### config.mk
export PLATFORM = sky130hd
export DESIGN_NAME = pipelined_adder
export DESIGN_NICKNAME = d
export VERILOG_FILES = /design/src/rtl/adder_pkg.sv /design/src/rtl/adder_segment.sv /design/src/rtl/full_adder.sv /design/src/rtl/pipelined_adder.sv
export SDC_FILE = /design/constraint.sdc
export NUM_CORES = 1
export LEC_CHECK = 0
export CAP_MARGIN = 25
export CORE_ASPECT_RATIO = 0.9
export CORE_MARGIN = 5
export CORE_UTILIZATION = 50
export CTS_CLUSTER_SIZE = 8
export DETAILED_ROUTE_END_ITERATION = 8
export PLACE_DENSITY = 0.84
export SETUP_SLACK_MARGIN = 0.2
export SLEW_MARGIN = 20
export SYNTH_ARGS = -nofsm -noshare
export SYNTH_HDL_FRONTEND = slang
export SYNTH_SLANG_ARGS = --single-unit
### constraint.sdc
create_clock -name clk -period 5.24 [get_ports clk]
set_input_delay 0.786 -clock clk [delete_from_list [all_inputs] [get_ports clk]]
set_output_delay 0.786 -clock clk [all_outputs]
set_load 0.005 [all_outputs]
### src/rtl/adder_pkg.sv
// -----------------------------------------------------------------------------
// adder_pkg
// Shared types and helpers for the pipelined adder and its segments.
//   add_op_e  : per-transaction operation (add / subtract)
//   seg_width : bits handled by each pipeline stage (ceil(width/stages))
//   sat_max / sat_min : clamp bounds, returned in the low 'width' bits of a
//                       64-bit word so callers can slice them to size
// -----------------------------------------------------------------------------
package adder_pkg;

  typedef enum logic {
    OP_ADD = 1'b0,
    OP_SUB = 1'b1
  } add_op_e;

  // Carry-chain bits per stage; later stages may end up partially or fully empty
  function automatic int seg_width(int width, int stages);
    return (width + stages - 1) / stages;
  endfunction

  // Largest representable value: 2^(w-1)-1 signed, 2^w-1 unsigned.
  // For width 64 the unsigned shift wraps to 0 and the subtraction gives all ones.
  function automatic logic [63:0] sat_max(int width, bit isSigned);
    if (isSigned) begin
      return (64'd1 << (width - 1)) - 64'd1;
    end
    return (64'd1 << width) - 64'd1;
  endfunction

  // Smallest representable value: -2^(w-1) signed (only the sign bit set in
  // the low w bits), 0 unsigned
  function automatic logic [63:0] sat_min(int width, bit isSigned);
    if (isSigned) begin
      return 64'd1 << (width - 1);
    end
    return 64'd0;
  endfunction

endpackage

### src/rtl/adder_segment.sv
// -----------------------------------------------------------------------------
// adder_segment
// Combinational ripple-carry adder of SEG_W bits built from full_adder cells.
// One instance covers the slice of the operands owned by a single pipeline
// stage.
//   a_i, b_i  : operand slices (b already inverted for subtraction)
//   carry_i   : carry from the previous stage's register
//   sum_o     : slice sum
//   carry_o   : carry into the next stage
// -----------------------------------------------------------------------------
module adder_segment #(
  parameter int SEG_W = 4
) (
  input  logic [SEG_W-1:0] a_i,
  input  logic [SEG_W-1:0] b_i,
  input  logic             carry_i,
  output logic [SEG_W-1:0] sum_o,
  output logic             carry_o
);

  // Each bit keeps its own carry nets so the ripple is a chain of distinct
  // signals rather than one vector feeding back into itself
  for (genvar i = 0; i < SEG_W; i++) begin : g_bit
    logic cIn;
    logic cOut;

    if (i == 0) begin : g_first
      assign cIn = carry_i;
    end else begin : g_next
      assign cIn = g_bit[i-1].cOut;
    end

    full_adder u_fa (
      .a_i    (a_i[i]),
      .b_i    (b_i[i]),
      .carry_i(cIn),
      .sum_o  (sum_o[i]),
      .carry_o(cOut)
    );
  end

  assign carry_o = g_bit[SEG_W-1].cOut;

endmodule

### src/rtl/full_adder.sv
// -----------------------------------------------------------------------------
// full_adder
// One-bit full adder cell, the building block of every carry-chain segment.
//   a_i, b_i  : operand bits
//   carry_i   : carry in
//   sum_o     : sum bit
//   carry_o   : carry out
// -----------------------------------------------------------------------------
module full_adder (
  input  logic a_i,
  input  logic b_i,
  input  logic carry_i,
  output logic sum_o,
  output logic carry_o
);

  // Plain gate-level sum and majority carry
  assign sum_o   = a_i ^ b_i ^ carry_i;
  assign carry_o = (a_i & b_i) | (carry_i & (a_i ^ b_i));

endmodule

### src/rtl/pipelined_adder.sv
// -----------------------------------------------------------------------------
// pipelined_adder
// WIDTH-bit adder/subtractor whose carry chain is cut into STAGES registered
// segments, with valid/ready flow control, a saturated result, an overflow
// flag and a tag that travels with each operation.
//   clk, rst             : clock, asynchronous active-high reset
//   in_valid / in_ready  : operation handshake
//   in_opA, in_opB       : operands
//   in_sub               : 0 = A+B, 1 = A-B
//   in_tag               : sideband returned with the result
//   out_valid / out_ready: result handshake
//   out_sum              : exact WIDTH+1-bit result (carry/borrow or sign)
//   out_sat              : result clamped to WIDTH bits
//   out_ovf              : set when out_sat differs from out_sum
//   out_tag              : tag of the presented result
// -----------------------------------------------------------------------------
module pipelined_adder
  import adder_pkg::*;
#(
  parameter int WIDTH  = 8,
  parameter int STAGES = 2,
  parameter int SIGNED = 0,
  parameter int TAG_W  = 4
) (
  input  logic             clk,
  input  logic             rst,
  input  logic             in_valid,
  output logic             in_ready,
  input  logic [WIDTH-1:0] in_opA,
  input  logic [WIDTH-1:0] in_opB,
  input  logic             in_sub,
  input  logic [TAG_W-1:0] in_tag,
  output logic             out_valid,
  input  logic             out_ready,
  output logic [WIDTH:0]   out_sum,
  output logic [WIDTH-1:0] out_sat,
  output logic             out_ovf,
  output logic [TAG_W-1:0] out_tag
);

  localparam int SEG  = seg_width(WIDTH, STAGES);
  localparam int LAST = STAGES - 1;

  localparam logic [63:0]      SAT_MAX_FULL = sat_max(WIDTH, SIGNED != 0);
  localparam logic [63:0]      SAT_MIN_FULL = sat_min(WIDTH, SIGNED != 0);
  localparam logic [WIDTH-1:0] SAT_MAX      = SAT_MAX_FULL[WIDTH-1:0];
  localparam logic [WIDTH-1:0] SAT_MIN      = SAT_MIN_FULL[WIDTH-1:0];

  // Per-stage registers: full operands ride along so later stages can reach
  // their slice, and the partial sum accumulates one slice per stage
  logic [STAGES-1:0] validQ;
  logic [WIDTH-1:0]  aQ     [STAGES];
  logic [WIDTH-1:0]  bQ     [STAGES];
  logic [WIDTH-1:0]  sumQ   [STAGES];
  logic              carryQ [STAGES];
  add_op_e           opQ    [STAGES];
  logic [TAG_W-1:0]  tagQ   [STAGES];

  logic [WIDTH-1:0]  aD     [STAGES];
  logic [WIDTH-1:0]  bD     [STAGES];
  logic [WIDTH-1:0]  sumD   [STAGES];
  logic              carryD [STAGES];
  add_op_e           opD    [STAGES];
  logic [TAG_W-1:0]  tagD   [STAGES];

  logic [STAGES-1:0] loadStage;
  logic [STAGES-1:0] validSrc;

  // Stage datapath: pick the source (ports for stage 0, previous stage
  // otherwise), add this stage's slice and pass every other bit through
  for (genvar k = 0; k < STAGES; k++) begin : g_stage
    localparam int LO = k * SEG;
    localparam int HI = ((k + 1) * SEG < WIDTH) ? (k + 1) * SEG : WIDTH;
    localparam int SW = (HI > LO) ? HI - LO : 0;

    logic [WIDTH-1:0] srcA;
    logic [WIDTH-1:0] srcB;
    logic [WIDTH-1:0] srcSum;
    logic             srcCarry;
    add_op_e          srcOp;
    logic [TAG_W-1:0] srcTag;

    if (k == 0) begin : g_src_port
      // Subtraction is A + ~B + 1: invert B once here, carry-in supplies the +1
      assign srcA     = in_opA;
      assign srcB     = in_sub ? ~in_opB : in_opB;
      assign srcSum   = '0;
      assign srcCarry = in_sub;
      assign srcOp    = in_sub ? OP_SUB : OP_ADD;
      assign srcTag   = in_tag;
    end else begin : g_src_stage
      assign srcA     = aQ[k-1];
      assign srcB     = bQ[k-1];
      assign srcSum   = sumQ[k-1];
      assign srcCarry = carryQ[k-1];
      assign srcOp    = opQ[k-1];
      assign srcTag   = tagQ[k-1];
    end

    assign aD[k]   = srcA;
    assign bD[k]   = srcB;
    assign opD[k]  = srcOp;
    assign tagD[k] = srcTag;

    if (SW > 0) begin : g_seg
      logic [SW-1:0]    segSum;
      logic             segCarry;
      logic [WIDTH-1:0] merged;

      adder_segment #(.SEG_W(SW)) u_seg (
        .a_i    (srcA[LO +: SW]),
        .b_i    (srcB[LO +: SW]),
        .carry_i(srcCarry),
        .sum_o  (segSum),
        .carry_o(segCarry)
      );

      always_comb begin
        merged          = srcSum;
        merged[LO +: SW] = segSum;
      end

      assign sumD[k]   = merged;
      assign carryD[k] = segCarry;
    end else begin : g_empty
      // No bits left for this stage; it only adds a register delay
      assign sumD[k]   = srcSum;
      assign carryD[k] = srcCarry;
    end
  end

  // A stage may load when it is empty or its content moves on this cycle;
  // walking from the output back lets bubbles collapse in one cycle
  always_comb begin : p_load
    logic chain;
    chain     = out_ready;
    loadStage = '0;
    for (int k = STAGES - 1; k >= 0; k--) begin
      chain        = !validQ[k] | chain;
      loadStage[k] = chain;
    end
  end

  // Valid bit each stage takes when it loads
  always_comb begin
    validSrc    = '0;
    validSrc[0] = in_valid;
    for (int k = 1; k < STAGES; k++) begin
      validSrc[k] = validQ[k-1];
    end
  end

  // Pipeline registers. Data only moves with a valid operation so the output
  // registers keep their last real result (or zero after reset) during bubbles.
  always_ff @(posedge clk or posedge rst) begin
    if (rst) begin
      validQ <= '0;
      for (int k = 0; k < STAGES; k++) begin
        aQ[k]     <= '0;
        bQ[k]     <= '0;
        sumQ[k]   <= '0;
        carryQ[k] <= 1'b0;
        opQ[k]    <= OP_ADD;
        tagQ[k]   <= '0;
      end
    end else begin
      for (int k = 0; k < STAGES; k++) begin
        if (loadStage[k]) begin
          validQ[k] <= validSrc[k];
          if (validSrc[k]) begin
            aQ[k]     <= aD[k];
            bQ[k]     <= bD[k];
            sumQ[k]   <= sumD[k];
            carryQ[k] <= carryD[k];
            opQ[k]    <= opD[k];
            tagQ[k]   <= tagD[k];
          end
        end
      end
    end
  end

  assign in_ready  = loadStage[0] & ~rst;
  assign out_valid = validQ[LAST];
  assign out_tag   = tagQ[LAST];

  // Result interpretation straight from the last-stage registers.
  // Signed: the extra top bit is the sign of the sign-extended sum, i.e. both
  // operand MSBs (B already inverted for sub) xor the final carry; overflow is
  // when it disagrees with bit WIDTH-1. Unsigned: top bit is carry for add and
  // borrow (inverted carry) for sub, and any set top bit means clamping.
  logic [WIDTH-1:0] lastSum;
  logic             exactTop;
  logic             ovf;
  logic [WIDTH-1:0] clamp;

  always_comb begin
    lastSum  = sumQ[LAST];
    exactTop = 1'b0;
    ovf      = 1'b0;
    clamp    = SAT_MAX;
    if (SIGNED != 0) begin
      exactTop = aQ[LAST][WIDTH-1] ^ bQ[LAST][WIDTH-1] ^ carryQ[LAST];
      ovf      = exactTop ^ lastSum[WIDTH-1];
      clamp    = exactTop ? SAT_MIN : SAT_MAX;
    end else begin
      exactTop = (opQ[LAST] == OP_SUB) ? ~carryQ[LAST] : carryQ[LAST];
      ovf      = exactTop;
      clamp    = (opQ[LAST] == OP_SUB) ? SAT_MIN : SAT_MAX;
    end
  end

  assign out_sum = {exactTop, lastSum};
  assign out_sat = ovf ? clamp : lastSum;
  assign out_ovf = ovf;

endmodule

After elaboration in Yosys (flattened, before gate mapping)
Index checks and enable logic that the tools add are counted.
Word-level totals
  bits of input ports: 25
  flip-flop bits (word level): 42
Cells by class
  mux-type cells: 5
  bitwise operators: 46
  reductions and logical operators: 4
Operator list (number)
  8-bit two-way mux: 3
  1-bit bitwise AND: 17
  1-bit XOR: 16
  1-bit bitwise OR: 10
  8-bit NOT: 1
  2-bit AND reduction: 2
  1-bit zero test: 2
  1-bit two-way mux: 2
  1-bit NOT: 2

Logic depth before layout (Yosys ltp)
Gate-level depths: netlist (run 1).
  depth after elaboration: 11
  gate-level depth with buffers: 8

Cells and area by module
From an unflattened synthesis (run 1), not the netlist that was laid out.
Second synthesis, totals
  cell total of the unflattened synthesis: 118
  area, all modules: 1735.4 um^2
Modules (own cells, without submodules)
  pipelined_adder: area each 1575.3 um^2, cells each 110, times used 1
  full_adder: area each 20.0 um^2, cells each 1, times used 8

Least setup slack after synthesis (run 1)
OpenSTA, ideal clock, no wires.
  path kind: input to register
  start point: in in_sub
  end point: reg sumQ (netlist bit g_stage[1].srcSum[3])
  data required time: 5.115 ns
  stages: 7
  path buffers: 1
  arrival time: 2.575 ns
  path slack: 2.540 ns
  cell sequence: buf_2 xnor2_1 fa_1 fa_1 inv_1 fa_1 mux2_2
On the way
  cells in the longest elaborated chain, start to end: 9
  elaborated cells on any way between the ends: 15
  those cells by class: 1 x mux; 14 x bitwise
Ends and longest elaborated chain
  start: declaration: RTL line pipelined_adder.sv:31  | input logic in_sub,
  8-bit two-way mux: RTL line pipelined_adder.sv:86  | assign srcB = in_sub ? ~in_opB : in_opB;
  1-bit XOR: RTL line full_adder.sv:19  | assign carry_o = (a_i & b_i) | (carry_i & (a_i ^ b_i));
  1-bit bitwise AND: RTL line full_adder.sv:19
  1-bit bitwise OR: RTL line full_adder.sv:19
  1-bit bitwise AND: RTL line full_adder.sv:19
  1-bit bitwise OR: RTL line full_adder.sv:19
  1-bit bitwise AND: RTL line full_adder.sv:19
  1-bit bitwise OR: RTL line full_adder.sv:19
  1-bit XOR *: RTL line full_adder.sv:18  | assign sum_o = a_i ^ b_i ^ carry_i;
  via g_stage[0].g_seg.u_seg.g_bit[3].u_fa.sum_o: RTL line full_adder.sv:13  | output logic sum_o,
  end signal: indexed assignment: RTL line pipelined_adder.sv:173  | sumQ[k] <= sumD[k];
  end: declaration: RTL line pipelined_adder.sv:54  | logic [WIDTH-1:0] sumQ [STAGES];
Mark *: on every way through the listed nets, which the timed path passes. The rest lies on a longest branch.
A chain may end at the register's enable or synchronous reset.

Worst setup path after layout (run 1)
Same ends and word-level chain as after synthesis.

==> results of run 1 <==
[Yosys cell counts]
library cell and number:
dfrtp_1 34, mux2_2 16, nor2_1 16, inv_1 13
mux2_1 9, fa_1 7, mux2i_1 5, xnor2_1 4
xor2_1 4, a21oi_1 3, a31oi_1 3, nand2b_1 3
buf_4 2, clkbuf_1 2, nor2b_1 2, and2_1 1
buf_2 1, buf_6 1, nand2_2 1, nand2_4 1
nand3b_4 1, or2_2 1
[cell type report]
| type | count | area [µm²] |
|---|---|---|
| Timing Repair Buffer | 49 | 488.0 |
| Inverter | 13 | 48.80 |
| Multi-Input combinational cell | 77 | 716.9 |
| Clock buffer | 7 | 86.33 |
| Tap cell | 42 | 52.55 |
| Fill cell | 219 | 865.8 |
| Clock inverter | 1 | 5.005 |
| Sequential cell | 34 | 850.8 |
[worst max-delay path, cell delays in order]
cell	delay [ns]
clkdlybuf4s50_1	0.77
xnor2_1	0.18
fa_1	0.43
fa_1	0.37
inv_1	0.08
fa_1	0.41
mux2_2	0.26
[registers in the layout (all words and copies together), names as in the netlist]
signal,cells
g_stage.srcSum,4
g_stage.srcOp,1
g_stage.srcTag,4
lastSum,8
opQ,1
g_stage.srcCarry,1
g_stage.srcA,4
out_tag,4
carryQ,1
g_stage.srcB,4
validQ,2
[path summary, 6_finish.rpt]
| path | from | end | slack (ns) | cells after the start |
|---|---|---|---|---|
| setup / recovery | in_sub | g_stage[1].srcSum[3] | 2.10 | 7 |
| hold / removal | g_stage[1].srcA[7] | g_stage[1].srcA[7] | 0.50 | 1 |
| setup reg to reg | g_stage[1].srcB[4] | lastSum[7] | 3.01 | 8 |
| hold reg to reg | g_stage[1].srcA[7] | g_stage[1].srcA[7] | 0.50 | 1 |
| max in group asynchronous | rst | out_tag[0] | 4.04 | 3 |
| min in group asynchronous | rst | g_stage[1].srcOp | 0.90 | 3 |
[power by group through the flow]
stage          clock, µW  sequential [µW]  combinational, µW
6_report             193              379                383
5_1_grt              208              388                418
4_1_cts              196              380                391
3_5_place_dp           0              383                389
3_3_place_gp           0              378                375
2_1_floorplan          0              375                173
[kinds of logic after synthesis]
family / count (synthesis)
buffers and inverters: 19
AOI/OAI and AO/OA: 6
and+or+nand+nor: 26
adders and majority gates: 7
muxes: 30
xor gates and xnor gates: 8
DFF: 34
[stage by stage]
stage | power [µW] | hold WS [ns] | instance area [µm²]
finish | 954.6 | 0.5005 | 2248
global route | 1014 | 0.5215 | 2248
CTS | 967.3 | 0.5096 | 2248
detailed placement | 772.0 | 0.4873 | 2157
global placement | 753.3 | 0.4691 | 2157
floorplan | 548.1 | 0.4589 | 1655
[layer usage]
metal	wire length, µm	vias to the layer above
li1	-	520
met1	1268	541
met2	1754	38
met3	198	7
met4	59	0
met5	0	-
==> reports/metrics.cfg, run 1 <==
[layout]
area_growth_pct = 35.83
diodes = 0
final_common_cell = clkdlybuf4s50_1
finalNonFillerCells = 223
nets = 212
drive_gt1_share_pct = 15.47
post-route-util_pct = 72.20
layout.cells.most_common_list = 48 x clkdlybuf4s50_1, 34 x dfrtp_1, 16 x mux2_2, 16 x nor2_1, 13 x inv_1

[place]
dp_worst_setup_slack_ns = 1.775
hpwl_um = 2545
gp_congestion = 0.7689
io_buffers = 48
dp.cells = 215

[cts]
cts.htree.levels = 2
cts_root_buf = clkbuf_8
insertion_delay_ns = 0.28
ctsHoldBuffers = 0
clk_pin_slew_ns = 0.06
cts_setup_buffers = 0
cts_made_buffers = 5
clock_path_buffers = 2
cts_resized = 0
cts_tree = built
clock_sinks = 34

[detailed_routing]
routedWlPerCell_um = 14.71
ant_nets = 0
vias = 1106
routed_via_density = 4.960
post-route-drc-count = 0
first_pass_iters = 6
finalWirelength_um = 3280
drt_iter0_markers = 28

[synth]
yosysWarnings = 0
synth_cells = 130
synth_simple_gate_area_share_pct = 8.541
synth_xor_area_share_pct = 4.233
synth_area_um2 = 1655
synth_nets = 162
synth-compound-area-share_pct = 2.041
yosys.area.top_type = dfrtp_1
yosys.cell_types.count = 22
synth_area_leaders = dfrtp_1 51%, mux2_2 11%, fa_1 8.5%, mux2_1 6.1%, nor2_1 3.6%
synthAdderAreaFrac_pct = 8.466
synth_top_family_by_area = multiplexers
muxShareOfSynthArea_pct = 20.03
seq_area_frac_synth_pct = 51.40
synth_top_area_share_pct = 51.40
synth_area_per_cell_um2 = 12.73
ys_seq_elements = 34

[sta]
period_needed_ns = 3.136
tns_ns = 0
finalHoldViolCount = 0
setup_viol = 0
rsz0062_at_grt = false
tightestPinTransition_ns = 0.6631
fmax_ghz = 0.3189
slew_violations = 0
slew-limit-headroom_pct = 55.70
setup_slack_ns = 2.104
period_share_pct = 59.85
skew_ns = 0.006359

[setup_path]
endpoint_kind = flop
critPathMaxFanout = 9
cp-start-kind = primary input
crit_type = in2reg
crit_arrival_ns = 3.30
cp.required_ns = 5.41

[status]
status = finished clean

[power_and_ir_drop]
vdd_drop_max_v = 0.0002576
p_int_uw = 677.8
power.leakage_uw = 0.0009914
swShare_pct = 29.00
power.combinational.fraction_pct = 40.1
p_per_area_nw_per_um2 = 424.6
seqPwrFrac_pct = 39.7
p_sw_uw = 276.9
p_clk_share_pct = 20.2

[global_routing]
grt.busiest_layer = met2
met2_usage_pct = 28.74
grt_antenna_before_repair = 0
grt_max_degree = 36
grt_pass1_vias = 1231
grt_usage_pct = 15.68
grt_first_pass_wirelength_um = 5526
grt-ovfl-total = 0
grtUsageMet1_pct = 16.75
met3_usage_pct = 4.791

[flow_run]
maxCapViolCount = 0

[die]
ios = 49
fp-row-count = 19
die_w_um = 70.65
core_um2 = 3114
die_h_um = 64.59
dieArea_um2 = 4563
start_util_pct = 53.15

[min_path]
hold_path.class = reg2reg

Note: power is estimated with default switching activity, not from simulation.
==> inputs of run 2 (changes only) <==
CORE_UTILIZATION = 42   (was 50)
PLACE_DENSITY = 0.75   (was 0.84)
clock period = 2.8 ns   (was 5.24 ns; I/O delays follow)
==> reports/metrics.cfg, run 2 (same netlist as run 1, synthesis figures left out) <==
[status]
status = finished clean

[detailed_routing]
ant_nets = 0
routedWlPerCell_um = 14.31
drt_iter0_markers = 37
finalWirelength_um = 3262
post-route-drc-count = 0
vias = 1097
routed_via_density = 4.811
first_pass_iters = 4

[sta]
whs_ns = 0.4961
slew-limit-headroom_pct = 58.61
finalHoldViolCount = 0
period_share_pct = 86.12
fmax_ghz = 0.4147
tns_ns = 0
tightestPinTransition_ns = 0.6195
skew_ns = 0.002842
setup_viol = 0
slew_violations = 0
period_needed_ns = 2.411
rsz0062_at_grt = false

[setup_path]
cp-start-kind = primary input
regToRegEndpoint = lastSum[7]
cp.required_ns = 2.97
endpoint_kind = flop
reg2reg_depth = 8
crit_type = in2reg
r2r_slack_ns = 0.56
r2r-start = g_stage[1].srcA[4]
crit_arrival_ns = 2.58
critPathMaxFanout = 3

[power_and_ir_drop]
p_per_area_nw_per_um2 = 789.1
swShare_pct = 28.97
power.combinational.fraction_pct = 39.5
p_sw_uw = 516.8
p_int_uw = 1267
seqPwrFrac_pct = 39.8
power.leakage_uw = 0.0009962
vdd_drop_max_v = 0.0004697
p_clk_share_pct = 20.8

[global_routing]
grt-ovfl-total = 0
grt_pass1_vias = 1202
grt_first_pass_wirelength_um = 5720
grt_max_degree = 35
grt_antenna_before_repair = 0
grt_usage_pct = 13.69

[cts]
cts_setup_buffers = 0
clk_pin_slew_ns = 0.07
cts_root_buf = clkbuf_8
clock_sinks = 34
cts_made_buffers = 5
cts_resized = 0
ctsHoldBuffers = 0
clock_path_buffers = 2
cts_tree = built
cts.htree.levels = 2
insertion_delay_ns = 0.29

[die]
dieArea_um2 = 5299
die_h_um = 69.56
ios = 49
die_w_um = 76.18
core_um2 = 3757
fp-row-count = 21
start_util_pct = 44.06

[min_path]
hold_path.class = reg2reg
hold_path_end = g_stage[1].srcTag[0]
whs_path_depth = 1
worstHoldStart = g_stage[1].srcTag[0]

[place]
gp_congestion = 0.7522
io_buffers = 48
hpwl_um = 2493

[layout]
final_common_cell = clkdlybuf4s50_1
nets = 213
largest_register_ff_count = 8
drive_gt1_share_pct = 15.93
diodes = 0
layout.cells.most_common_list = 48 x clkdlybuf4s50_1, 34 x dfrtp_1, 16 x mux2_2, 16 x nor2_1, 13 x inv_1
area_growth_pct = 36.58

[flow_run]
maxCapViolCount = 0

[run 2: power by group through the flow]
| stage | Combinational (µW) | Sequential, µW | Clock, µW |
|---|---|---|---|
| floorplan | 324 | 702 | 0 |
| global placement | 706 | 710 | 0 |
| detailed placement | 719 | 721 | 0 |
| CTS | 719 | 712 | 380 |
| global route | 786 | 729 | 403 |
| finish | 704 | 709 | 370 |
[run 2: worst max-delay path, cell delays in order]
cell	delay (ns)
clkdlybuf4s50_1	0.48
xnor2_1	0.17
fa_1	0.41
fa_1	0.36
inv_1	0.07
fa_1	0.40
mux2_2	0.27
[run 2: metrics by stage]
stage / cell area (µm²) / power, µW / util [%] / setup slack (ns) / std cells
after floorplan: 1655 / 1026 / - / 0.4661 / 130
after global placement: 2170 / 1416 / 57.74 / 0.1049 / 220
after detailed placement: 2170 / 1440 / 57.74 / 0.08245 / 220
after CTS: 2261 / 1812 / 60.17 / 0.3886 / 228
after global routing: 2261 / 1919 / 60.17 / 0.2864 / 228
final: 2261 / 1784 / 60.17 / 0.3887 / 228
[run 2: layout make-up]
cell class,instances,area [µm²]
Clock buffer,7,86.33
Clock inverter,1,5.005
Fill cell,298,1496
Inverter,13,48.80
Multi-Input combinational cell,77,716.9
Sequential cell,34,850.8
Tap cell,46,57.56
Timing Repair Buffer,50,495.5
[run 2: how the worst max path moves through the flow]
stage,endpoint,cells after the start,slack [ns],start
after floorplan,g_stage[1].srcSum[3],7,0.47,in_sub
final,g_stage[1].srcSum[3],7,0.39,in_sub
after global routing,g_stage[1].srcSum[3],7,0.29,in_sub
after CTS,g_stage[1].srcSum[3],7,0.39,in_sub
after global placement,g_stage[1].srcSum[3],7,0.10,in_sub
after detailed placement,g_stage[1].srcSum[3],7,0.08,in_sub
[run 2: routing by layer]
| metal | part of all wire [%] | track usage (%) | wire length, µm | vias to the layer above |
|---|---|---|---|---|
| met3 | 6.6 | 5.325 | 215 | 6 |
| li1 | - | - | - | 518 |
| met1 | 44 | 16.25 | 1425 | 540 |
| met2 | 48 | 22.62 | 1567 | 33 |
| met4 | 1.7 | 4.660 | 54 | 0 |
| met5 | 0 | 0 | 0 | - |
